### config.mk
export PLATFORM = sky130hd
export DESIGN_NAME = pipeline_hazard_ctrl
export DESIGN_NICKNAME = d
export VERILOG_FILES = /design/src/rtl/pipeline_hazard_ctrl.sv
export SDC_FILE = /design/constraint.sdc
export NUM_CORES = 1
export LEC_CHECK = 0
export CAP_MARGIN = 40
export CORE_MARGIN = 3
export CORE_UTILIZATION = 33
export CTS_BUF_LIST = sky130_fd_sc_hd__clkbuf_16
export CTS_CLUSTER_DIAMETER = 120
export DETAILED_ROUTE_END_ITERATION = 10
export PLACE_DENSITY = 0.8
export REMOVE_ABC_BUFFERS = 1
export SYNTH_ARGS = -nofsm -noshare
export SYNTH_HDL_FRONTEND = slang
export SYNTH_SLANG_ARGS = --single-unit
### constraint.sdc
create_clock -name clk -period 2.3 [get_ports clk]
set_input_delay 0.575 -clock clk [delete_from_list [all_inputs] [get_ports clk]]
set_output_delay 0.575 -clock clk [all_outputs]
set_load 0.02 [all_outputs]
### src/rtl/pipeline_hazard_ctrl.sv
// pipeline_hazard_ctrl
//
// Hazard controller for a five-stage in-order pipeline. It watches the
// instructions in the F/D and D/X latches and produces latch write enables,
// flush/bubble controls and multiply/divide start pulses.
//
// Three hazards are handled. Their priority is mul/div stall, then branch
// flush, then load-use:
//   - mul/div in D/X: the unit is started and the front end freezes until
//     md_ready or a timeout forces release.
//   - taken branch in X: the wrong-path F/D and D/X contents are squashed.
//   - load-use: the pipeline stalls for one cycle with a bubble in D/X.
//
// Ports
//   clk          in   rising-edge clock
//   reset        in   asynchronous reset, active low
//   fd_ir        in   [31:0] instruction in the F/D latch
//   dx_ir        in   [31:0] instruction in the D/X latch
//   branch_taken in   X stage resolved a taken branch/jump this cycle
//   md_ready     in   multiply/divide result valid
//   pc_we        out  PC write enable
//   fd_we        out  F/D latch write enable
//   dx_we        out  D/X latch write enable
//   fd_flush     out  F/D latch loads a NOP
//   dx_bubble    out  D/X latch loads a NOP
//   xm_bubble    out  X/M latch loads a NOP
//   md_mult      out  one-cycle multiply start pulse
//   md_div       out  one-cycle divide start pulse
//   md_timeout   out  one-cycle pulse when a mul/div wait is forcibly released
//   stall_count  out  [15:0] saturating count of cycles with pc_we low

module pipeline_hazard_ctrl #(
    parameter int unsigned MD_TIMEOUT = 40
) (
    input  logic        clk,
    input  logic        reset,
    input  logic [31:0] fd_ir,
    input  logic [31:0] dx_ir,
    input  logic        branch_taken,
    input  logic        md_ready,
    output logic        pc_we,
    output logic        fd_we,
    output logic        dx_we,
    output logic        fd_flush,
    output logic        dx_bubble,
    output logic        xm_bubble,
    output logic        md_mult,
    output logic        md_div,
    output logic        md_timeout,
    output logic [15:0] stall_count
);

    localparam logic [4:0] OpRtype = 5'b00000;
    localparam logic [4:0] OpLw    = 5'b01000;
    localparam logic [4:0] OpSw    = 5'b00111;
    localparam logic [4:0] AluMul  = 5'b00110;
    localparam logic [4:0] AluDiv  = 5'b00111;

    // md_cnt value of the last MD_BUSY cycle allowed to wait on md_ready
    localparam logic [5:0] MdLast = 6'(MD_TIMEOUT - 1);

    typedef enum logic [0:0] {StRun, StMdBusy} state_e;

    state_e      state_q, state_d;
    logic [5:0]  md_cnt_q, md_cnt_d;
    logic [15:0] stall_count_q, stall_count_d;

    // Instruction field decode
    logic [4:0] fd_op, fd_rd, fd_rs, fd_rt;
    logic [4:0] dx_op, dx_rd, dx_alu;

    assign fd_op  = fd_ir[31:27];
    assign fd_rd  = fd_ir[26:22];
    assign fd_rs  = fd_ir[21:17];
    assign fd_rt  = fd_ir[16:12];
    assign dx_op  = dx_ir[31:27];
    assign dx_rd  = dx_ir[26:22];
    assign dx_alu = dx_ir[6:2];

    // Fields of the instruction words this block has no use for
    logic unused_ir;
    assign unused_ir = ^{fd_ir[11:0], dx_ir[21:7], dx_ir[1:0]};

    logic dx_is_mul, dx_is_div, dx_is_md, load_use;

    assign dx_is_mul = (dx_op == OpRtype) && (dx_alu == AluMul);
    assign dx_is_div = (dx_op == OpRtype) && (dx_alu == AluDiv);
    assign dx_is_md  = dx_is_mul || dx_is_div;

    // A load result is not available for forwarding to the very next
    // instruction; rd of a store is a source register, hence the sw term.
    assign load_use = (dx_op == OpLw) && (dx_rd != 5'd0) &&
                      ((fd_rs == dx_rd) ||
                       ((fd_op == OpRtype) && (fd_rt == dx_rd)) ||
                       ((fd_op == OpSw) && (fd_rd == dx_rd)));

    always_comb begin
        state_d    = state_q;
        md_cnt_d   = md_cnt_q;
        pc_we      = 1'b1;
        fd_we      = 1'b1;
        dx_we      = 1'b1;
        fd_flush   = 1'b0;
        dx_bubble  = 1'b0;
        xm_bubble  = 1'b0;
        md_mult    = 1'b0;
        md_div     = 1'b0;
        md_timeout = 1'b0;

        unique case (state_q)
            StRun: begin
                if (dx_is_md) begin
                    // Issue cycle: md_ready is deliberately not looked at
                    md_mult   = dx_is_mul;
                    md_div    = dx_is_div;
                    pc_we     = 1'b0;
                    fd_we     = 1'b0;
                    dx_we     = 1'b0;
                    xm_bubble = 1'b1;
                    state_d   = StMdBusy;
                    md_cnt_d  = 6'd0;
                end else if (branch_taken) begin
                    fd_flush  = 1'b1;
                    dx_bubble = 1'b1;
                end else if (load_use) begin
                    pc_we     = 1'b0;
                    fd_we     = 1'b0;
                    dx_bubble = 1'b1;
                end
            end
            StMdBusy: begin
                if (md_ready || (md_cnt_q == MdLast)) begin
                    md_timeout = !md_ready;
                    state_d    = StRun;
                    md_cnt_d   = 6'd0;
                end else begin
                    pc_we     = 1'b0;
                    fd_we     = 1'b0;
                    dx_we     = 1'b0;
                    xm_bubble = 1'b1;
                    md_cnt_d  = md_cnt_q + 6'd1;
                end
            end
            default: begin
                state_d  = StRun;
                md_cnt_d = 6'd0;
            end
        endcase

        // Everything is held quiet while reset is asserted
        if (!reset) begin
            pc_we      = 1'b0;
            fd_we      = 1'b0;
            dx_we      = 1'b0;
            fd_flush   = 1'b0;
            dx_bubble  = 1'b0;
            xm_bubble  = 1'b0;
            md_mult    = 1'b0;
            md_div     = 1'b0;
            md_timeout = 1'b0;
        end
    end

    always_comb begin
        stall_count_d = stall_count_q;
        if (!pc_we && (stall_count_q != 16'hFFFF)) begin
            stall_count_d = stall_count_q + 16'd1;
        end
    end

    always_ff @(posedge clk or negedge reset) begin
        if (!reset) begin
            state_q       <= StRun;
            md_cnt_q      <= 6'd0;
            stall_count_q <= 16'd0;
        end else begin
            state_q       <= state_d;
            md_cnt_q      <= md_cnt_d;
            stall_count_q <= stall_count_d;
        end
    end

    assign stall_count = stall_count_q;

endmodule

# [After elaboration in Yosys (flattened, before gate mapping)]
# Cells that the tools add are included.
[totals] word_cells=66 reg_bits=23
[classes] n_addsub=2 bitwise_logic=1 muxes=34 n_eq_ne=10 n_reduce_logical=16
[ops] operator="$mux W1" n=28
[ops] operator="$add A16 B1 Y16 const B" n=1
[ops] operator="$ne A16 B16 Y1 const B" n=1
[ops] operator="$eq A5 B3 Y1 const B" n=3
[ops] operator="$eq A5 B5 Y1" n=3
[ops] operator="$mux W6" n=2
[ops] operator="$pmux W6 S2" n=1
[ops] operator="$logic_not A5 Y1" n=2
[ops] operator="$logic_and A1 B1 Y1" n=7
[ops] operator="$add A6 B1 Y6 const B" n=1
[ops] operator="$eq A6 B6 Y1 const B" n=1
[ops] operator="$pmux W1 S2" n=3
[ops] operator="$eq A5 B4 Y1 const B" n=1
[ops] operator="$reduce_bool A5 Y1" n=1
[ops] operator="$logic_or A1 B1 Y1" n=4
[ops] operator="$logic_not A1 Y1" n=2
[ops] operator="$ne A2 B2 Y1 const B" n=1
[ops] operator="$not A1 Y1" n=1

# [Logic depth before layout (Yosys ltp)]
# Gate-level depths: netlist of run 1.
[logic_depth] word_depth=12 mapped_depth=9 ltp_nobuf=7

# [Worst setup path after synthesis of run 1]
# OpenSTA, ideal clock, no wires.
[synth_timing] path_type="input to output" start="in dx_ir[23]" end="out pc_we" path_stages=7 arrival_ns=1.919 slack_ns=-0.194 path_buffers=1 path_cell_list="or4_1 o211ai_1 nor3_1 o31ai_2 nand2_1 inv_1 buf_4"
[synth_between] elab_chain_len=10
[synth_lines] item="start: declaration" line_no="38" source="input logic [31:0] dx_ir,"
[synth_lines] item="$eq A5 B5 Y1" line_no="94" source="((fd_op == OpRtype) && (fd_rt == dx_rd)) ||"
[synth_lines] item="$logic_and A1 B1 Y1" line_no="94"
[synth_lines] item="$logic_or A1 B1 Y1" line_no="93" source="((fd_rs == dx_rd) ||"
[synth_lines] item="$logic_or A1 B1 Y1" line_no="94"
[synth_lines] item="$logic_and A1 B1 Y1 (*)" line_no="92" source="assign load_use = (dx_op == OpLw) && (dx_rd != 5'd0) &&"
[synth_lines] item="$mux W1 (*) (3 in a row)"
[synth_lines] item="$pmux W1 S2 (*)"
[synth_lines] item="$mux W1 (*)"
[synth_lines] item="end: declaration" line_no="41" source="output logic pc_we,"
# Mark *: on every way between the ends. The rest lies on a longest branch, timed or not.

# [Worst setup path in the final report of run 1]
[layout_timing] start="in dx_ir[24]" end="out pc_we"
[layout_between] elab_chain_len=10
[layout_lines] item="$eq A5 B5 Y1" line_no="94"
[layout_lines] item="$logic_and A1 B1 Y1" line_no="94"
[layout_lines] item="$logic_or A1 B1 Y1" line_no="93"
[layout_lines] item="$logic_or A1 B1 Y1" line_no="94"
[layout_lines] item="$logic_and A1 B1 Y1 (*)" line_no="92"
[layout_lines] item="$mux W1 (*)" line_no="125" source="end else if (load_use) begin"
[layout_lines] item="$mux W1 (*)" line_no="122" source="end else if (branch_taken) begin"
[layout_lines] item="$mux W1 (*)" line_no="112" source="if (dx_is_md) begin"
[layout_lines] item="$pmux W1 S2 (*)" line_no="110" source="unique case (state_q)"
[layout_lines] item="$mux W1 (*)" line_no="151" source="if (!reset) begin"
# Marks and branches as above.

==> results.md, run 1 <==
- Post-synth EDFFs: 0
- Finished Cell Area: roughly 2600 um2
- RSZ-0062 raised after global routing: yes
- Post-Synth Adder-Cell Area: 0.0174
- Multi-input combinational cell area: between 900 and 1000 um2
- Share of cells above drive strength 1: 0.373
- Cell Area, Placed: about 2300 um2
- Antenna cells: 0
- Seq. cell area: ~580 um2
- Clock slew at reported path FFs: around 0.06 ns
- WP data required: between 1.5 and 2 ns
- Fmax: 407 MHz
- H-tree depth: 1
- First-pass GRT wire length: 6770 um
- Relative slew slack: 0.780
- Fin nets: roughly 320
- Total Power: 1.42 mW
- Core Region: approximately 4100 um2
- ANT nets after route: 0
- Synth top area share: 0.399
- Synth Area in Compound Gates: 0.0816
- GR Overflow Total: 0
- Post-Synth XOR/XNOR Area: 0.170
- Clock Latency Late Sink: around 0.26 ns
- Post-Syn Area per Cell: 9.81 um2
- Final Max Tran Viols: 0
- Commonest cells in the netlist: dfrtp_1 (23), xnor2_1 (17), nand4_1 (13)
- Worst vdd rail ir drop: ~0.46 mV
- Fin crit share: 1.07
- Slowest Stage Delay on Critical Path: 0.52 ns
- Clk_skew: about 0.0019 ns
- Fin util: 0.624
- Final setup viols: 5
- Most common cell on crit path: buf_6
- Status: finished with violations
- Register area share after synthesis: 0.399
- Simple-Gate Fraction of Synth Area: 0.284
- Setup TNS: -0.494 ns
- Drt via density: ~5.1
- CTS Hold Bufs: 0
- Wirelength, routed: between 4000 and 5000 um
- Slew @ Worst Pin: about 0.33 ns
- Critical Path End Type: primary output
- Via Count: between 1,000 and 1,500
- Largest net degree at the start of global routing: 20
- #FFs+latches synth: 23
- Largest fanout on the critical path: 3
- Top FF cell, synth: dfrtp_1
- Die Y: around 72 um
- Cell variety after synth: 36
- Clk root buf: clkbuf_16
- # port buffers: 63
- Type of the worst setup path: in2out
- Element type at the critical path start: primary input
- Starting density of the core: 0.350
- Area Growth Syn to Fin: 78.0%
- Hold Path Class: reg2reg
- Fillers: between 300 and 400
- Failing checks: setup timing
- Mux share of post-synthesis cell area: 0.0234
- Sink Count: 23
- Initial antenna violation count: 0
- Slowest cell on crit path: or4_4
- Min cycle time layout: 2.46 ns
- DP HPWL: approximately 3000 um
- Max Cap Viol: 0
- Largest family of logic cells by synthesized area: simple AND/OR/NAND/NOR gates
- Max Root-Sink Buffers: 2
- Synthesized area: 1440 um2
- Row count: 23
- Leakage: between 1 and 1.5 nW
- Wire per inst: between 10 and 15 um
- First-pass iteration count of the detailed router: 4
- Yosys top cell by area: dfrtp_1
- Synthesized instance count: around 150
- First-iteration detailed-routing DRC count: 114
- Fin worst setup slack: -0.159 ns
- Warnings, synthesis: 0
- CTS tree: yes
- RD Place Congestion: between 0.8 and 0.9
- Die Area: about 5200 um2
- Top-level I/O count: 93
- P per Cell Area: between 500 and 600 nW/um2
- Asr flop ratio synth: 1.00
- Die width: around 72 um
- Number of global-route vias before repair: 1,473
- Top cells by area, synth: dfrtp_1 (40%), xnor2_1 (10%), xor2_1 (6.7%)
- Worst path cell trace: buf_6 -> or4_4 -> o211ai_1 -> nor3_2 -> o31ai_4 -> nand2_2 -> inv_2 -> buf_6
- Final Hold Violating Endpoints: 0
- Most frequent cell after synthesis: dfrtp_1
- GRT Resource Usage Total: 0.163
- DRC Markers: 0
- CP Data Arrival Time: 1.88 ns
- CTS Buf Count: 3
[cells in the final DEF (no fill, tap or decap), types with 4 or more instances in the layout]
cell type	netlist	routed
buf_2	1	9
xnor2_1	17	16
nor3_2	0	5
nand2_1	10	8
clkdlybuf4s50_1	0	20
dlygate4sd2_1	0	12
dfrtp_1	23	23
buf_4	1	31
xor2_1	11	11
buf_6	1	13
clkbuf_16	0	4
nand3_1	6	6
clkdlybuf4s15_1	0	8
nand4_1	13	13
nor2_1	7	7
and3_1	7	6
o21ai_0	9	8
[area by class of cell]
class | instances | share of cell area
Multi-Input combinational cell | 118 | 0.378
Timing Repair Buffer | 97 | 0.339
Sequential cell | 23 | 0.224
Clock buffer | 3 | 0.0293
Tap cell | 50 | 0.0244
Inverter | 2 | 0.00293
Clock inverter | 1 | 0.00195
[metrics by stage]
| step | hold WS, ns | setup slack, ns | instances |
|---|---|---|---|
| after detailed placement | 0.483 | -1.05 | 282 |
| final | 0.490 | -0.159 | 294 |
| after global routing | 0.522 | -0.200 | 294 |
| after floorplan | 0.279 | -0.115 | 143 |
| after CTS | 0.493 | -0.177 | 292 |
| after global placement | 0.480 | -0.988 | 282 |
[registers in the layout, summed over array words and instances, names as in the netlist]
signal	count
stall_count	16
state_q	1
md_cnt_q	6
[timing repair]
| item | CTS | global route |
|---|---|---|
| pin swaps | 32 | 16 |
| cloned | 0 | 1 |
| gates resized for setup | 147 | 21 |
| endpoints found under the setup margin | 25 | 20 |
| setup buffers | 6 | 2 |
[power by group]
part	leakage, nW	switching (mW)	total, mW	internal, mW
sequential	0.309	0.0821	0.546	0.464
combinational	0.806	0.217	0.486	0.268
clock	0.0409	0.152	0.386	0.234
total	1.16	0.451	1.42	0.967
[cells by family (layout without fill, tap and decap cells)]
logic type               Yosys count  count (layout)
AND/OR/NAND/NOR                   68              68
XOR/XNOR                          28              28
flip-flops                        23              23
AO/OA/AOI/OAI                     17              17
buffers and inverters              6             103
multiplexers                       3               3
adder cells (fa/ha/maj)            2               2
[metal layers]
layer | track usage | share of wire | vias up | wire length, um
li1 | - | - | 731 | -
met2 | 0.289 | 0.54 | 38 | 2290
met5 | 0 | 0 | - | 0
met1 | 0.204 | 0.39 | 720 | 1670
met4 | 0.0376 | 0.0090 | 0 | 38
met3 | 0.0305 | 0.056 | 4 | 239
[critical path, delay by kind of cell]
kind	cells	cell delay, ns
buffers and inverters	3	0.28
AO/OA/AOI/OAI	2	0.32
AND/OR/NAND/NOR	3	0.71
[worst paths after layout]
path	start	to	slack [ns]	cells after the start
min in group asynchronous	reset	state_q$_DFF_PN0_	0.71	2
max in group asynchronous	reset	stall_count[15]$_DFFE_PN0P_	1.15	3
worst max-delay path	dx_ir[24]	pc_we	-0.16	8
worst min-delay path	md_cnt_q[5]$_DFFE_PN0P_	md_cnt_q[5]$_DFFE_PN0P_	0.49	1
worst max register to register	md_cnt_q[0]$_DFFE_PN0P_	stall_count[1]$_DFFE_PN0P_	0.36	8
worst min register to register	md_cnt_q[5]$_DFFE_PN0P_	md_cnt_q[5]$_DFFE_PN0P_	0.49	1
(Power assumes the default switching activity.)
==> run 2, diff against run 1 <==
- PLACE_DENSITY: 0.8 -> unset
- PLACE_DENSITY_LB_ADDON: unset -> 0.3
- SLEW_MARGIN: unset -> 20
==> results.md, run 2 (synthesized netlist as in run 1, its figures left out) <==
- Drt via density: 5.00
- Post-Place Setup Slack: -1.03 ns
- Type of the worst setup path: in2out
- Share of cells above drive strength 1: 0.360
- Wire per inst: between 10 and 15 um
- Fin worst setup slack: -0.210 ns
- Max FFs per register: 16
- Max Root-Sink Buffers: 2
- Commonest non-fill, non-tap cell in the layout: buf_4
- First-pass GRT wire length: a little over 6000 um
- H-tree depth: 1
- RD Place Congestion: 0.755
- CTS Buf Count: 3
- Die Y: around 70 um
- Total Power: approximately 1.4 mW
- Min cycle time layout: about 2.5 ns
- ANT nets after route: 0
- Worst path bufs/invs: 4
- Hold Path Class: in2async
- Relative slew slack: 0.773
- Slowest Stage Delay on Critical Path: around 0.51 ns
- RSZ-0062 raised after global routing: yes
- CTS tree: yes
- Largest fanout on the critical path: 3
- DP Cell Count: about 280
- Antenna cells: 0
- Sink Count: 23
- Fmax: ~400 MHz
- Top-level I/O count: slightly above 90
- Clk_skew: between 0.003 and 0.004 ns
- Final setup viols: 6
- Max Cap Viol: 0
- Fin crit share: 1.09
- Critical Path End Type: primary output
- Starting density of the core: 0.350
- Die Area: between 5000 and 6000 um2
- GR Overflow Total: 0
- Fin cells: 292
- Core Region: between 4000 and 5000 um2
- Largest net degree at the start of global routing: 20
- Row count: 23
- DRC Markers: 0
- Wirelength, routed: 3810 um
- Cell Area, Placed: 2310 um2
- WP data required: 1.73 ns
- Clk root buf: clkbuf_16
- Clock Latency Late Sink: 0.25 ns
- # port buffers: 63
- Final Hold Violating Endpoints: 0
- DP HPWL: ~3000 um
- Final Max Tran Viols: 0
- Most frequent cells in the layout: buf_4 (30), dfrtp_1 (23), clkdlybuf4s50_1 (19)
- P per Cell Area: roughly 550 nW/um2
- Crit path max-delay family: simple AND/OR/NAND/NOR gates
- First-pass iteration count of the detailed router: 4
- CTS Hold Bufs: 0
- Clock slew at reported path FFs: approximately 0.06 ns
- Initial antenna violation count: 0
- Number of global-route vias before repair: 1,432
- Status: finished with violations
- Worst path cell trace: buf_6 -> or4_1 -> o211ai_1 -> buf_4 -> nor3_2 -> o31ai_4 -> nand2_2 -> inv_2 -> buf_6
- Slowest cell on crit path: or4_1
- Leakage: ~1.1 nW
- GRT Resource Usage Total: 0.147
- Via Count: 1,459
- Slew @ Worst Pin: 0.339 ns
- First-iteration detailed-routing DRC count: 48
- Die width: 72.1 um
- Fin nets: 313
- Finished Cell Area: about 2500 um2
- CP Data Arrival Time: slightly below 2 ns
- Failing checks: setup timing
- Worst vdd rail ir drop: around 0.35 mV
- Area Growth Syn to Fin: 73.7%
- Most common cell on crit path: buf_6
- Element type at the critical path start: primary input
## run 2: cell types whose count changed in the layout (fill, tap and decap cells not counted), sizes merged
cell and change:
buf -1, dlygate4sd2 +5, clkdlybuf4s50 -1, clkbuf -1
clkdlybuf4s15 -4
## run 2: per-layer routing
metal / routed length (um) / up-vias / GRT usage
li1: - / 724 / -
met4: 30 / 0 / 0.0397
met3: 276 / 2 / 0.0346
met1: 1670 / 680 / 0.175
met2: 1830 / 53 / 0.261
met5: 0 / - / 0
## run 2: path summary, 6_finish.rpt
path | startpoint | to | slack [ns] | cells past startpoint
setup / recovery | dx_ir[24] | pc_we | -0.21 | 9
hold / removal | reset | state_q$_DFF_PN0_ | 0.49 | 2
setup reg to reg | md_cnt_q[0]$_DFFE_PN0P_ | stall_count[14]$_DFFE_PN0P_ | 0.21 | 11
hold reg to reg | md_cnt_q[5]$_DFFE_PN0P_ | md_cnt_q[5]$_DFFE_PN0P_ | 0.49 | 1
max in group asynchronous | reset | stall_count[4]$_DFFE_PN0P_ | 1.54 | 2
min in group clk | md_cnt_q[5]$_DFFE_PN0P_ | md_cnt_q[5]$_DFFE_PN0P_ | 0.49 | 1
## run 2: power breakdown
part	leakage (nW)	switching [mW]	internal (mW)
clock	0.0409	0.142	0.234
combinational	0.780	0.210	0.251
sequential	0.309	0.0763	0.465
total	1.13	0.428	0.949
## run 2: cell type report
cell class	count	area, um2
Clock inverter	1	5.00
Tap cell	50	62.6
Fill cell	372	1610
Timing Repair Buffer	95	825
Multi-Input combinational cell	118	953
Sequential cell	23	576
Inverter	2	7.51
Clock buffer	3	75.1
## run 2: worst reg2reg max path, cell delays in order, from the launching register on
cell	delay (ns)
dfrtp_1	0.35
ha_1	0.17
nand4_1	0.12
nand2_1	0.17
o211a_4	0.21
nand2_2	0.06
buf_4	0.14
buf_6	0.10
buf_6	0.10
buf_4	0.13
nand4_1	0.11
mux2_4	0.30
## run 2: metrics by stage
step	hold WS, ns	TNS [ns]	util
6_report	0.486	-0.994	0.608
5_1_grt	0.485	-1.43	0.608
4_1_cts	0.459	-1.06	0.598
3_5_place_dp	0.488	-14.37	0.562
3_3_place_gp	0.474	-13.40	0.562
2_1_floorplan	0.279	-0.231	-
## run 2: repair_timing
action                     in CTS  in global routing
buffers inserted                8                  1
pin swaps                      29                  7
gates resized for setup       146                 14
setup endpoints to repair      24                 25
==> run 3, diff against run 2 <==
- CORE_MARGIN: 3 -> unset
==> results.md, run 3 (synthesized netlist as in run 1, its figures left out) <==
- Sink Count: 23
- Max Cap Viol: 0
- Fin cells: 296
- Via Count: about 1,500
- Leakage: around 1.1 nW
- CTS Hold Bufs: 0
- Final Hold Violating Endpoints: 0
- Post-Place Setup Slack: -1.06 ns
- Clk root buf: clkbuf_16
- Slew @ Worst Pin: 0.375 ns
- Fmax: between 300 and 400 MHz
- RD Place Congestion: around 0.8
- DP HPWL: 2870 um
- Fin crit share: 1.10
- Starting density of the core: 0.353
- Type of the worst setup path: in2out
- First-iteration detailed-routing DRC count: 54
- Initial antenna violation count: 0
- Clk_skew: approximately 0.0044 ns
- Die width: approximately 68 um
- WP data required: between 1.5 and 2 ns
- FF-to-FF End: stall_count[15]$_DFFE_PN0P_
- P per Cell Area: about 550 nW/um2
- DP Cell Count: 283
- Max FFs per register: 16
- Most frequent cells in the layout: buf_4 (31), dfrtp_1 (23), clkdlybuf4s50_1 (19)
- CTS Buf Count: 3
- Die Y: approximately 68 um
- Status: finished with violations
- Fin worst setup slack: -0.231 ns
- Die Area: roughly 4600 um2
- Antenna cells: 0
- Fin util: 0.622
- Finished Cell Area: between 2000 and 3000 um2
- Relative slew slack: 0.749
- Final hold slack: about 0.44 ns
- Min cycle time layout: roughly 2.5 ns
- Clock slew at reported path FFs: roughly 0.06 ns
- H-tree depth: 1
- Area Growth Syn to Fin: 76.2%
- Wirelength, routed: ~3900 um
- GR Overflow Total: 0
- First-pass iteration count of the detailed router: 4
- Hold Path Class: in2async
- Largest net degree at the start of global routing: 22
- Share of cells above drive strength 1: 0.374
- R2R Setup Slk: about 0.30 ns
- Setup TNS: -0.663 ns
- CP Data Arrival Time: approximately 2.0 ns
- CTS tree: yes
- First-pass GRT wire length: around 6300 um
- GRT Resource Usage Total: 0.178
- Core Region: ~4100 um2
- ANT nets after route: 0
- Total Power: between 1 and 1.5 mW
- Fin nets: between 300 and 400
- DRC Markers: 0
- Number of global-route vias before repair: between 1,500 and 2,000
- RSZ-0062 raised after global routing: yes
- FF-to-FF Start: md_cnt_q[0]$_DFFE_PN0P_
- Element type at the critical path start: primary input
- Largest fanout on the critical path: 3
- Max Root-Sink Buffers: 2
- Row count: 23
- Commonest non-fill, non-tap cell in the layout: buf_4
- Top-level I/O count: 93
- Final setup viols: 3
- FF-to-FF path depth: 10
- Failing checks: setup timing
- Final Max Tran Viols: 0
- # port buffers: 63
- Cell Area, Placed: 2310 um2
- Drt via density: slightly above 5
- Worst vdd rail ir drop: ~0.31 mV
- Critical Path End Type: primary output
- Clock Latency Late Sink: between 0.2 and 0.3 ns
- Wire per inst: between 10 and 15 um
## run 3: how the worst max path moves through the flow
stage,cells after the start,to,slack [ns],from
final,9,fd_we,-0.23,dx_ir[24]
after global routing,9,pc_we,-0.33,dx_ir[24]
after CTS,7,dx_bubble,-0.24,dx_ir[24]
after detailed placement,8,fd_we,-1.06,dx_ir[23]
after global placement,8,fd_we,-1.03,dx_ir[23]
after floorplan,6,fd_we,-0.12,dx_ir[23]
## run 3: area by class of cell
| type | count | area [um2] |
|---|---|---|
| Clock buffer | 3 | 75.1 |
| Clock inverter | 1 | 5.00 |
| Fill cell | 350 | 1550 |
| Inverter | 2 | 7.51 |
| Multi-Input combinational cell | 118 | 966 |
| Sequential cell | 23 | 576 |
| Tap cell | 50 | 62.6 |
| Timing Repair Buffer | 99 | 848 |
## run 3: timing repair
action | in CTS | in global routing
gates resized for setup | 141 | 24
setup buffers | 4 | 5
endpoints found under the setup margin | 24 | 20
pin swaps | 31 | 18
## run 3: where the power goes
part           switching [mW]  internal, mW  total (mW)  leakage [nW]
combinational           0.216         0.254       0.470         0.799
sequential             0.0778         0.464       0.542         0.309
clock                   0.146         0.234       0.380        0.0409
total                   0.440         0.953        1.39          1.15
## run 3: worst max-delay path, stage by stage
cell      delay (ns)
buf_8           0.10
or4_1           0.52
o211ai_1        0.22
buf_4           0.16
nor3_4          0.04
o31ai_4         0.06
nand2_2         0.10
inv_2           0.07
buf_6           0.11
## run 3: metal layers
| layer | part of all wire | wire, um | global-route usage |
|---|---|---|---|
| met2 | 0.52 | 2020 | 0.322 |
| met4 | 0.0069 | 27 | 0.0599 |
| met3 | 0.053 | 209 | 0.0250 |
| met1 | 0.42 | 1660 | 0.213 |
| met5 | 0 | 0 | 0 |
